**config.mk**
```make
export PLATFORM = sky130hd
export DESIGN_NAME = sal_sched_wm
export DESIGN_NICKNAME = d
export VERILOG_FILES = /design/src/rtl/sal_sched_wm_pkg.sv /design/src/rtl/sal_rr_arb.sv /design/src/rtl/sal_sched_wm.sv
export SDC_FILE = /design/constraint.sdc
export NUM_CORES = 1
export LEC_CHECK = 0
export CAP_MARGIN = 5
export CORE_MARGIN = 3
export CORE_UTILIZATION = 42
export DETAILED_ROUTE_END_ITERATION = 7
export GPL_TIMING_DRIVEN = 0
export PLACE_DENSITY = 0.79
export SLEW_MARGIN = 20
export SYNTH_ARGS = -nofsm -noshare
export SYNTH_HDL_FRONTEND = slang
export SYNTH_SLANG_ARGS = --single-unit
```
**constraint.sdc**
```tcl
create_clock -name clk -period 5.3 [get_ports clk]
set_input_delay 1.06 -clock clk [delete_from_list [all_inputs] [get_ports clk]]
set_output_delay 1.06 -clock clk [all_outputs]
set_load 0.03 [all_outputs]
```
**src/rtl/sal_sched_wm_pkg.sv**
```systemverilog
// Shared types and defaults for the watermark command scheduler.
package sal_sched_wm_pkg;

  localparam int unsigned BkCntDef   = 8;
  localparam int unsigned RaWDef     = 16;
  localparam int unsigned CaWDef     = 10;
  localparam int unsigned IdWDef     = 4;
  localparam int unsigned LenWDef    = 4;
  localparam int unsigned CntWDef    = 6;
  localparam int unsigned StarveWDef = 8;

  // Command class slots, one round-robin arbiter each
  localparam int unsigned ClsAct = 0;
  localparam int unsigned ClsRd  = 1;
  localparam int unsigned ClsWr  = 2;
  localparam int unsigned ClsPre = 3;
  localparam int unsigned ClsRef = 4;
  localparam int unsigned NumCls = 5;

  typedef enum logic [2:0] {
    CmdNop = 3'd0,
    CmdAct = 3'd1,
    CmdRd  = 3'd2,
    CmdWr  = 3'd3,
    CmdPre = 3'd4,
    CmdRef = 3'd5
  } cmd_type_e;

  typedef enum logic [1:0] {
    StRd,
    StRd2Wr,
    StWr,
    StWr2Rd
  } sched_st_e;

  // Turnaround lasts max(t,1) cycles; the counter holds the cycles remaining after this one.
  function automatic logic [3:0] turn_load(input logic [3:0] t);
    return (t == 4'd0) ? 4'd0 : t - 4'd1;
  endfunction

endpackage

```
**src/rtl/sal_rr_arb.sv**
```systemverilog
// Round-robin arbiter: first requester at or above the pointer wins; pointer moves past it on advance.
module sal_rr_arb #(
  parameter int unsigned N = 8
) (
  input  logic                 clk,
  input  logic                 rst_n,
  input  logic [N-1:0]         i_req,
  input  logic                 i_advance,
  output logic [N-1:0]         o_gnt,
  output logic [$clog2(N)-1:0] o_idx,
  output logic                 o_any
);

  localparam int unsigned IW = $clog2(N);

  logic [IW-1:0] r_ptr;
  logic [IW-1:0] w_cand;

  always_comb begin
    o_any  = 1'b0;
    o_idx  = '0;
    w_cand = '0;
    for (int i = 0; i < N; i++) begin
      w_cand = r_ptr + IW'(i);
      if (!o_any && i_req[w_cand]) begin
        o_any = 1'b1;
        o_idx = w_cand;
      end
    end
  end

  assign o_gnt = o_any ? (N'(1) << o_idx) : '0;

  always_ff @(posedge clk or negedge rst_n) begin
    if (!rst_n) begin
      r_ptr <= '0;
    end else if (i_advance) begin
      r_ptr <= o_idx + IW'(1);
    end
  end

endmodule

```
**src/rtl/sal_sched_wm.sv**
```systemverilog
// DRAM command scheduler: class-priority round-robin issue with a read/write mode FSM,
// write-drain watermarks, bus turnaround and write-starvation escape.
module sal_sched_wm
  import sal_sched_wm_pkg::*;
#(
  parameter int unsigned BK_CNT   = BkCntDef,
  parameter int unsigned RA_W     = RaWDef,
  parameter int unsigned CA_W     = CaWDef,
  parameter int unsigned ID_W     = IdWDef,
  parameter int unsigned LEN_W    = LenWDef,
  parameter int unsigned CNT_W    = CntWDef,
  parameter int unsigned STARVE_W = StarveWDef
) (
  input  logic                      clk,
  input  logic                      rst_n,
  input  logic [BK_CNT-1:0]         act_req_i,
  input  logic [BK_CNT-1:0]         rd_req_i,
  input  logic [BK_CNT-1:0]         wr_req_i,
  input  logic [BK_CNT-1:0]         pre_req_i,
  input  logic [BK_CNT-1:0]         ref_req_i,
  input  logic [BK_CNT*RA_W-1:0]    ra_i,
  input  logic [BK_CNT*CA_W-1:0]    ca_i,
  input  logic [BK_CNT*ID_W-1:0]    id_i,
  input  logic [BK_CNT*LEN_W-1:0]   len_i,
  output logic [BK_CNT-1:0]         act_gnt_o,
  output logic [BK_CNT-1:0]         rd_gnt_o,
  output logic [BK_CNT-1:0]         wr_gnt_o,
  output logic [BK_CNT-1:0]         pre_gnt_o,
  output logic [BK_CNT-1:0]         ref_gnt_o,
  output logic                      cmd_valid_o,
  output logic [2:0]                cmd_type_o,
  output logic [$clog2(BK_CNT)-1:0] cmd_bk_o,
  output logic [RA_W-1:0]           cmd_ra_o,
  output logic [CA_W-1:0]           cmd_ca_o,
  output logic [ID_W-1:0]           cmd_id_o,
  output logic [LEN_W-1:0]          cmd_len_o,
  input  logic [CNT_W-1:0]          wr_pend_i,
  input  logic [CNT_W-1:0]          wm_hi_i,
  input  logic [CNT_W-1:0]          wm_lo_i,
  input  logic [STARVE_W-1:0]       starve_lim_i,
  input  logic [3:0]                t_rtw_i,
  input  logic [3:0]                t_wtr_i,
  output logic                      wr_mode_o
);

  localparam int unsigned BW = $clog2(BK_CNT);

  logic [BK_CNT-1:0] w_req  [NumCls];
  logic [BK_CNT-1:0] w_cgnt [NumCls];
  logic [BW-1:0]     w_idx  [NumCls];
  logic [NumCls-1:0] w_any;
  logic [NumCls-1:0] w_sel;
  cmd_type_e         w_type;
  logic [BW-1:0]     w_bk;

  logic [RA_W-1:0]  w_ra_arr  [BK_CNT];
  logic [CA_W-1:0]  w_ca_arr  [BK_CNT];
  logic [ID_W-1:0]  w_id_arr  [BK_CNT];
  logic [LEN_W-1:0] w_len_arr [BK_CNT];

  sched_st_e         r_state, w_state_d;
  logic [3:0]        r_tcnt, w_tcnt_d;
  logic [STARVE_W-1:0] r_starve, w_starve_d;
  logic              r_wr_seen, w_wr_seen_d, w_wr_seen_now;
  logic              w_to_wr, w_to_rd;

  logic              r_cmd_valid;
  cmd_type_e         r_cmd_type;
  logic [BW-1:0]     r_cmd_bk;
  logic [RA_W-1:0]   r_cmd_ra;
  logic [CA_W-1:0]   r_cmd_ca;
  logic [ID_W-1:0]   r_cmd_id;
  logic [LEN_W-1:0]  r_cmd_len;

  assign w_req[ClsAct] = act_req_i;
  assign w_req[ClsRd]  = rd_req_i;
  assign w_req[ClsWr]  = wr_req_i;
  assign w_req[ClsPre] = pre_req_i;
  assign w_req[ClsRef] = ref_req_i;

  for (genvar b = 0; b < BK_CNT; b++) begin : g_unpack
    assign w_ra_arr[b]  = ra_i[b*RA_W +: RA_W];
    assign w_ca_arr[b]  = ca_i[b*CA_W +: CA_W];
    assign w_id_arr[b]  = id_i[b*ID_W +: ID_W];
    assign w_len_arr[b] = len_i[b*LEN_W +: LEN_W];
  end

  // Only the selected class advances its pointer; losing classes hold.
  for (genvar c = 0; c < NumCls; c++) begin : g_arb
    sal_rr_arb #(
      .N(BK_CNT)
    ) u_arb (
      .clk       (clk),
      .rst_n     (rst_n),
      .i_req     (w_req[c]),
      .i_advance (w_sel[c]),
      .o_gnt     (w_cgnt[c]),
      .o_idx     (w_idx[c]),
      .o_any     (w_any[c])
    );
  end

  always_comb begin
    w_sel  = '0;
    w_type = CmdNop;
    w_bk   = '0;
    if (rst_n) begin
      if (w_any[ClsRef]) begin
        w_sel[ClsRef] = 1'b1;
        w_type        = CmdRef;
        w_bk          = w_idx[ClsRef];
      end else if (r_state == StRd && w_any[ClsRd]) begin
        w_sel[ClsRd] = 1'b1;
        w_type       = CmdRd;
        w_bk         = w_idx[ClsRd];
      end else if (r_state == StWr && w_any[ClsWr]) begin
        w_sel[ClsWr] = 1'b1;
        w_type       = CmdWr;
        w_bk         = w_idx[ClsWr];
      end else if (w_any[ClsAct]) begin
        w_sel[ClsAct] = 1'b1;
        w_type        = CmdAct;
        w_bk          = w_idx[ClsAct];
      end else if (w_any[ClsPre]) begin
        w_sel[ClsPre] = 1'b1;
        w_type        = CmdPre;
        w_bk          = w_idx[ClsPre];
      end
    end
  end

  assign act_gnt_o = w_cgnt[ClsAct] & {BK_CNT{w_sel[ClsAct]}};
  assign rd_gnt_o  = w_cgnt[ClsRd]  & {BK_CNT{w_sel[ClsRd]}};
  assign wr_gnt_o  = w_cgnt[ClsWr]  & {BK_CNT{w_sel[ClsWr]}};
  assign pre_gnt_o = w_cgnt[ClsPre] & {BK_CNT{w_sel[ClsPre]}};
  assign ref_gnt_o = w_cgnt[ClsRef] & {BK_CNT{w_sel[ClsRef]}};

  assign w_to_wr = (wr_pend_i >= wm_hi_i) ||
                   (starve_lim_i != '0 && r_starve == starve_lim_i) ||
                   (rd_req_i == '0 && wr_pend_i != '0);
  assign w_to_rd = (wr_pend_i <= wm_lo_i) || (wr_req_i == '0 && rd_req_i != '0);
  // A write issued this very cycle counts, so wm_lo >= wm_hi drains exactly one write.
  assign w_wr_seen_now = r_wr_seen | w_sel[ClsWr];

  always_comb begin
    w_state_d   = r_state;
    w_tcnt_d    = r_tcnt;
    w_wr_seen_d = r_wr_seen;
    w_starve_d  = r_starve;
    unique case (r_state)
      StRd: begin
        if (w_to_wr) begin
          w_state_d = StRd2Wr;
          w_tcnt_d  = turn_load(t_rtw_i);
        end
      end
      StRd2Wr: begin
        if (r_tcnt == 4'd0) begin
          w_state_d   = StWr;
          w_wr_seen_d = 1'b0;
        end else begin
          w_tcnt_d = r_tcnt - 4'd1;
        end
      end
      StWr: begin
        w_wr_seen_d = w_wr_seen_now;
        if (w_wr_seen_now && w_to_rd) begin
          w_state_d = StWr2Rd;
          w_tcnt_d  = turn_load(t_wtr_i);
        end
      end
      StWr2Rd: begin
        if (r_tcnt == 4'd0) begin
          w_state_d = StRd;
        end else begin
          w_tcnt_d = r_tcnt - 4'd1;
        end
      end
      default: w_state_d = StRd;
    endcase
    if (wr_pend_i == '0 || (r_state == StRd2Wr && w_state_d == StWr)) begin
      w_starve_d = '0;
    end else if (r_state == StRd && r_starve != '1) begin
      w_starve_d = r_starve + STARVE_W'(1);
    end
  end

  always_ff @(posedge clk or negedge rst_n) begin
    if (!rst_n) begin
      r_state   <= StRd;
      r_tcnt    <= '0;
      r_starve  <= '0;
      r_wr_seen <= 1'b0;
    end else begin
      r_state   <= w_state_d;
      r_tcnt    <= w_tcnt_d;
      r_starve  <= w_starve_d;
      r_wr_seen <= w_wr_seen_d;
    end
  end

  always_ff @(posedge clk or negedge rst_n) begin
    if (!rst_n) begin
      r_cmd_valid <= 1'b0;
      r_cmd_type  <= CmdNop;
      r_cmd_bk    <= '0;
      r_cmd_ra    <= '0;
      r_cmd_ca    <= '0;
      r_cmd_id    <= '0;
      r_cmd_len   <= '0;
    end else begin
      r_cmd_valid <= |w_sel;
      r_cmd_type  <= w_type;
      r_cmd_bk    <= w_bk;
      r_cmd_ra    <= (|w_sel) ? w_ra_arr[w_bk]  : '0;
      r_cmd_ca    <= (|w_sel) ? w_ca_arr[w_bk]  : '0;
      r_cmd_id    <= (|w_sel) ? w_id_arr[w_bk]  : '0;
      r_cmd_len   <= (|w_sel) ? w_len_arr[w_bk] : '0;
    end
  end

  assign cmd_valid_o = r_cmd_valid;
  assign cmd_type_o  = r_cmd_type;
  assign cmd_bk_o    = r_cmd_bk;
  assign cmd_ra_o    = r_cmd_ra;
  assign cmd_ca_o    = r_cmd_ca;
  assign cmd_id_o    = r_cmd_id;
  assign cmd_len_o   = r_cmd_len;
  assign wr_mode_o   = (r_state == StWr) || (r_state == StRd2Wr);

endmodule

```
==> results of run 1 <==
-- metrics by stage --
| step | cell area [um2] | hold slack, ps | util |
|---|---|---|---|
| after CTS | 17300 | 508 | 0.632 |
| after global placement | 16600 | 492 | 0.608 |
| final | 17800 | 506 | 0.651 |
| after global routing | 17800 | 533 | 0.651 |
| after detailed placement | 16600 | 491 | 0.609 |
| after floorplan | 11900 | 473 | - |
-- flip-flops by register name, indices dropped and copies added (netlist names), 3 cells and up --
register,flops
cmd_ra_o,16
cmd_id_o,4
cmd_bk_o,3
cmd_type_o,3
g_arb.u_arb.r_ptr,15
cmd_len_o,4
r_tcnt,4
r_starve,8
cmd_ca_o,10
-- placed cells by master (no fill, tap or decap), types with 9 or more instances in the layout --
cell type        Yosys  final
clkdlybuf4s50_1      0    355
and3_1             126    123
o211ai_1           107    107
a21boi_0            98     97
nand2_1             89     88
mux2i_1             81     71
nor2_1              76     68
dfrtp_1             71     68
mux4_2              64     64
inv_1               60     57
ha_1                60     53
buf_4                2     52
clkbuf_1            65     52
o21ai_0             45     45
mux2_2              39     37
o2111ai_1           37     37
a21oi_1             37     36
buf_2               32     35
dlygate4sd2_1        0     30
xnor2_1             22     22
and2_1              21     20
buf_6                9     19
nor3_1              21     19
nand2b_1            16     16
nand4_1             11     11
nand3_1             12     11
xor2_1              13     11
clkbuf_16            0      9
-- kinds of logic after synthesis --
| logic type | Yosys count | share of synthesized area |
|---|---|---|
| buffers and inverters | 181 | 0.0679 |
| DFF | 71 | 0.150 |
| AOI/OAI and AO/OA | 443 | 0.276 |
| xor gates and xnor gates | 35 | 0.0259 |
| adders and majority gates | 60 | 0.0633 |
| and+or+nand+nor | 419 | 0.188 |
| muxes | 186 | 0.229 |
-- cell type report --
cell class	instances	area, um2
clock inverter	7	103
timing repair buffer	465	4460
clock buffer	9	225
sequential	71	1780
fill	2301	9520
buffer	113	696
antenna	5	12.5
tap	372	465
multi-input combinational	1143	9810
inverter	64	254
-- metal layers --
layer	vias to the layer above	track usage	wire length, um
met5	-	0	0
met4	0	0.0888	1630
met3	110	0.0522	3950
met2	805	0.571	26300
met1	6812	0.411	20800
li1	6348	-	-
-- power by group through the flow --
stage / sequential [mW] / combinational, mW / clock [mW]
6_report: 0.889 / 6.54 / 0.722
2_1_floorplan: 1.11 / 3.73 / 0
3_3_place_gp: 0.885 / 5.76 / 0
4_1_cts: 0.884 / 6.10 / 0.723
3_5_place_dp: 0.882 / 5.89 / 0
5_1_grt: 0.910 / 7.02 / 0.756
-- path summary, 6_finish.rpt --
kind | endpoint | slack, ps | from
max in group asynchronous | cmd_id_o[3]$_DFF_PN0_ | 3930 | rst_n
worst min-delay path | r_tcnt[1]$_DFFE_PN0P_ | 510 | r_tcnt[1]$_DFFE_PN0P_
worst min register to register | r_tcnt[1]$_DFFE_PN0P_ | 510 | r_tcnt[1]$_DFFE_PN0P_
worst max-delay path | wr_gnt_o[3] | 70 | wr_req_i[2]
min in group asynchronous | r_state[1]$_DFF_PN0_ | 730 | rst_n
worst max register to register | cmd_len_o[3]$_DFF_PN0_ | 220 | g_arb[4].u_arb.r_ptr[1]$_DFFE_PN0P_
-- worst max-delay path, delay by kind of cell --
kind,cells,cell delay (ps)
adder cells (fa/ha/maj),2,310
AND/OR/NAND/NOR,4,1130
AO/OA/AOI/OAI,1,110
buffers and inverters,4,710
multiplexers,2,840
-- timing repair --
action | 4_1_cts | 5_1_grt
pin swaps | 7 | 13
buffers inserted | 9 | 26
gates resized for setup | 285 | 106
setup endpoints to repair | 76 | 74
==> out/results.ini, run 1 <==
[clock_tree]
clkTransAtPathRegs_ps = 70
clockBufferDepth = 2
hold_buffers = 0
clk_latency_ps = 350
cts_tree = yes
cts_made_buffers = 9
cts.sinks = 71
clock-root-buffer = clkbuf_16
h-tree-depth = 3

[placement]
io_buffers = 429
post-place-ws_ps = -1240
routabilityCongestion = 0.984
hpwl_mm = 41.5
place_inst = 2197

[sta]
layout_setup_ws_ps = 66.3
fin_skew_ps = 17.4
period_share = 0.987
post-route-min-period_ps = 5230
worst_slew_pin_slew_ps = 762
drv_slew = 0
fin_setup_tns_ps = 0
max_freq_ghz = 0.191
hold_viol = 0
setup_viol = 0
maxSlewHeadroom = 0.492

[synth]
ys_types = 85
ys.warnings.count = 0
synthArstFlopShare = 1.00
synth_ff_type = dfrtp_1
syn_area_mm2 = 0.0119
synth_cells = 1395
syn_nets = 1803
synth-seq-cells = 71
yosysTopAreaCell = dfrtp_1
synth_area_leaders = dfrtp_1, mux4_2, mux2i_1, o211ai_1, and3_1
synth_area_per_cell_um2 = 8.50
synth_top_area_share = 0.150
synth.most_common_cell = and3_1
synth_seq_area_share = 0.150
synth_edf_count = 0
synth_common_cells = and3_1, o211ai_1, a21boi_0, nand2_1, mux2i_1

[floorplan]
fp.dieH_um = 174
core-area_mm2 = 0.0273
start_util = 0.434
dieArea_mm2 = 0.0303
rows = 60
io_pins = 430
die_width_um = 174

[critical_path]
cp_slowest_cell = mux4_2
required_ps = 4240
cp_cell_sequence = dlygate4sd2_1, mux2_1, mux4_2, or2_4, buf_12, nor4b_2, a211oi_1, or2_2, inv_1, ha_4, ha_1, and2_1, buf_6
crit_arrival_ps = 4170
cp-start-kind = input port
crit_path_max_incr_delay_ps = 490
r2r_cells = 16
endpoint_kind = output pin
worst-setup-path-type = in -> out
critPathMaxFanout = 8

[drt]
drtIter0Drc = 1606
viasPerCell = 6.26
num_vias = 14100
drt-wirelength-per-cell_um = 23.4
routed_wl_mm = 52.7
antenna_left = 0
route.detailed.drc = 0
first_pass_iters = 6

[power]
clkPwrFrac = 0.089
seq_power_share = 0.109
p_per_area_mw_per_mm2 = 458
switching_share = 0.526
total_power_mw = 8.15
p_sw_mw = 4.29
combPwrFrac = 0.802
p_int_mw = 3.86
leakage_nw = 7.37
peakVddDrop_v = 0.000263

[layout]
drive_above_1_share = 0.181
final_cells = 2249
area_delta_synth_final_pct = 50.2
finalNetCount = 2275

[global_routing]
grt-ovfl-total = 0
antenna_found_initial = 4
grt_pass1_wl_mm = 78.1
grt_usage = 0.324
grt_max_degree = 48
grt_pass1_vias = 13600

[status]
run_status = complete, no violations

[run]
cap_violations = 0

[hold_path]
min_path_cells = 1
min_path_type = reg -> reg

Power figures use the tool's default switching activity.
==> run 2, diff against run 1 <==
--- a/config.mk
+++ b/config.mk
@@ -10,7 +10,7 @@
 export CORE_UTILIZATION = 42
 export DETAILED_ROUTE_END_ITERATION = 7
 export GPL_TIMING_DRIVEN = 0
-export PLACE_DENSITY = 0.79
+export PLACE_DENSITY = 0.77
 export SLEW_MARGIN = 20
 export SYNTH_ARGS = -nofsm -noshare
 export SYNTH_HDL_FRONTEND = slang
==> run 2 against run 1 <==
  * Maximum frequency rose by 0.58%
  * Clock power barely moved
  * Worst setup slack improved by 30 ps
  * Critical endpoint is now ref_gnt_o[7]
  * Worst hold slack improved by 24 ps
  * Via count fell by 1.1%
  * Sequential cell count did not move
  * Non-clock buffer count rose by 8
  * First-iteration DRC count fell by 5.4%
  * Global-route usage rose by 0.24 points
  * Die area did not move
  * Largest power group unchanged
==> out/results.ini, run 2 (synthesized netlist as in run 1, its figures left out) <==
[drt]
drtIter0Drc = 1520
viasPerCell = 6.18
num_vias = 13900
routed_wl_mm = 52.7
drt-wirelength-per-cell_um = 23.4
route.detailed.drc = 0
first_pass_iters = 6
antenna_left = 0

[critical_path]
r2r_cells = 17
crit_path_max_incr_delay_ps = 580
cp_slowest_cell = mux4_2
r2r-end = cmd_ra_o[1]$_DFF_PN0_
endpoint_kind = output pin
required_ps = 4240
cp-start-kind = flip-flop
cp_cell_sequence = buf_6, buf_6, inv_1, ha_1, buf_6, mux4_2, a21boi_1, a22oi_2, o31a_1, o32a_1, ha_1, ha_1, and3_1, clkdlybuf4s15_2
r2r_setup_slack_ps = 190
crit_arrival_ps = 4140
regToRegStartpoint = g_arb[4].u_arb.r_ptr[0]$_DFFE_PN0P_
worst-setup-path-type = reg -> out
critical_path_buf_inv_count = 5
crit_family = compound AO/OA/AOI/OAI gates
critPathMaxFanout = 10

[global_routing]
grtUsageMet3 = 0.0557
grt.busiest_layer = met2
antenna_found_initial = 3
grt_max_degree = 45
met1_usage = 0.414
grt_pass1_vias = 13500
met2_usage = 0.572
grt_usage = 0.327
grt-ovfl-total = 0
grt_pass1_wl_mm = 78.8

[power]
p_per_area_mw_per_mm2 = 452
peakVddDrop_v = 0.000229
leakage_nw = 7.40

[placement]
hpwl_mm = 41.9
routabilityCongestion = 0.987
io_buffers = 429
post-place-ws_ps = -1280
place_inst = 2197

[sta]
post-route-min-period_ps = 5200
drv_slew = 0
maxSlewHeadroom = 0.540
setup_viol = 0
worst_slew_pin_slew_ps = 685
period_share = 0.982
fin_skew_ps = 11.5
max_freq_ghz = 0.192
hold_viol = 0
layout_setup_ws_ps = 96.3

[hold_path]
min-delay-start = r_tcnt[1]$_DFFE_PN0P_
min_path_cells = 1
min_path_type = reg -> reg
holdPathEnd = r_tcnt[1]$_DFFE_PN0P_

[clock_tree]
clkTransAtPathRegs_ps = 70
cts.sinks = 71
clock-root-buffer = clkbuf_16
clockBufferDepth = 2
cts_made_buffers = 9
cts_tree = yes
h-tree-depth = 3
clk_latency_ps = 360

[floorplan]
io_pins = 430
dieArea_mm2 = 0.0303
fp.dieH_um = 174
core-area_mm2 = 0.0273
die_width_um = 174
start_util = 0.434
rows = 60

[layout]
area_delta_synth_final_pct = 50.3
seq_area_mm2 = 0.00178
layout_common_cells = clkdlybuf4s50_1, and3_1, o211ai_1, a21boi_0, nand2_1
layout_commonest_cell = clkdlybuf4s50_1
final_cells = 2253
largest_register_ffs = 16
finalNetCount = 2283
drive_above_1_share = 0.182
multi_input_area_mm2 = 0.00974
fill_cells = 2351

[run]
cap_violations = 0

[status]
run_status = complete, no violations

==> run 2: cell types whose count changed in the layout (fill, tap and decap cells not counted), moves of 3 or more <==
| cell | previous run | this run |
|---|---|---|
| buf_2 | 35 | 31 |
| buf_8 | 4 | 1 |
| clkdlybuf4s15_2 | 2 | 6 |
| buf_4 | 52 | 59 |
| diode_2 | 5 | 1 |
| clkbuf_4 | 5 | 8 |
==> run 2: power by group <==
part / internal (mW) / switching [mW]
registers: 0.763 / 0.121
logic: 2.63 / 3.82
clock network: 0.419 / 0.303
total: 3.81 / 4.24
==> run 2: worst max-delay path by stage <==
| stage | start | endpoint | cells past startpoint |
|---|---|---|---|
| floorplan | g_arb[2].u_arb.r_ptr[0]$_DFFE_PN0P_ | pre_gnt_o[5] | 14 |
| global placement | rst_n | pre_gnt_o[5] | 7 |
| detailed placement | g_arb[3].u_arb.r_ptr[1]$_DFFE_PN0P_ | pre_gnt_o[3] | 17 |
| CTS | g_arb[0].u_arb.r_ptr[0]$_DFFE_PN0P_ | pre_gnt_o[5] | 15 |
| global route | g_arb[4].u_arb.r_ptr[0]$_DFFE_PN0P_ | ref_gnt_o[7] | 14 |
| finish | g_arb[4].u_arb.r_ptr[0]$_DFFE_PN0P_ | ref_gnt_o[7] | 14 |
==> run 2: worst reg2reg max path, delay by kind of cell (launching register included) <==
family,cells,cell delay [ps]
buffers and inverters,8,1690
and+or+nand+nor,5,1410
AOI/OAI and AO/OA,2,630
muxes,1,570
DFF,1,370
adders and majority gates,1,310
==> run 2: cell type report <==
type | count | share of cell area
antenna | 1 | 0.000140
buffer | 113 | 0.0399
clock buffer | 9 | 0.0126
clock inverter | 7 | 0.00576
inverter | 64 | 0.0140
multi-input combinational | 1143 | 0.547
sequential | 71 | 0.100
tap | 372 | 0.0261
timing repair buffer | 473 | 0.254
==> run 2: metrics by stage <==
stage | hold slack (ps) | setup TNS [ps] | instance area (um2) | power (mW) | util
floorplan | 473 | 0 | 11900 | 4.84 | -
global placement | 492 | -209110 | 16600 | 6.68 | 0.608
detailed placement | 513 | -70960 | 16600 | 6.78 | 0.609
CTS | 528 | -24.8 | 17400 | 7.74 | 0.637
global route | 549 | -392 | 17800 | 8.58 | 0.652
finish | 530 | 0 | 17800 | 8.06 | 0.652
==> run 2: layer usage <==
layer  vias to the layer above  part of all wire
met5                         -           0.00034
met4                         4             0.029
met3                        99             0.072
met2                       696              0.50
met1                      6754              0.40
li1                       6365                 -
==> run 2: repair_timing <==
action,4_1_cts,5_1_grt
hold endpoints to repair,0,0
gates cloned,0,0
setup endpoints to repair,77,74
hold buffers,0,0
buffers inserted,17,26
pin swaps,9,16
gates resized for setup,300,77
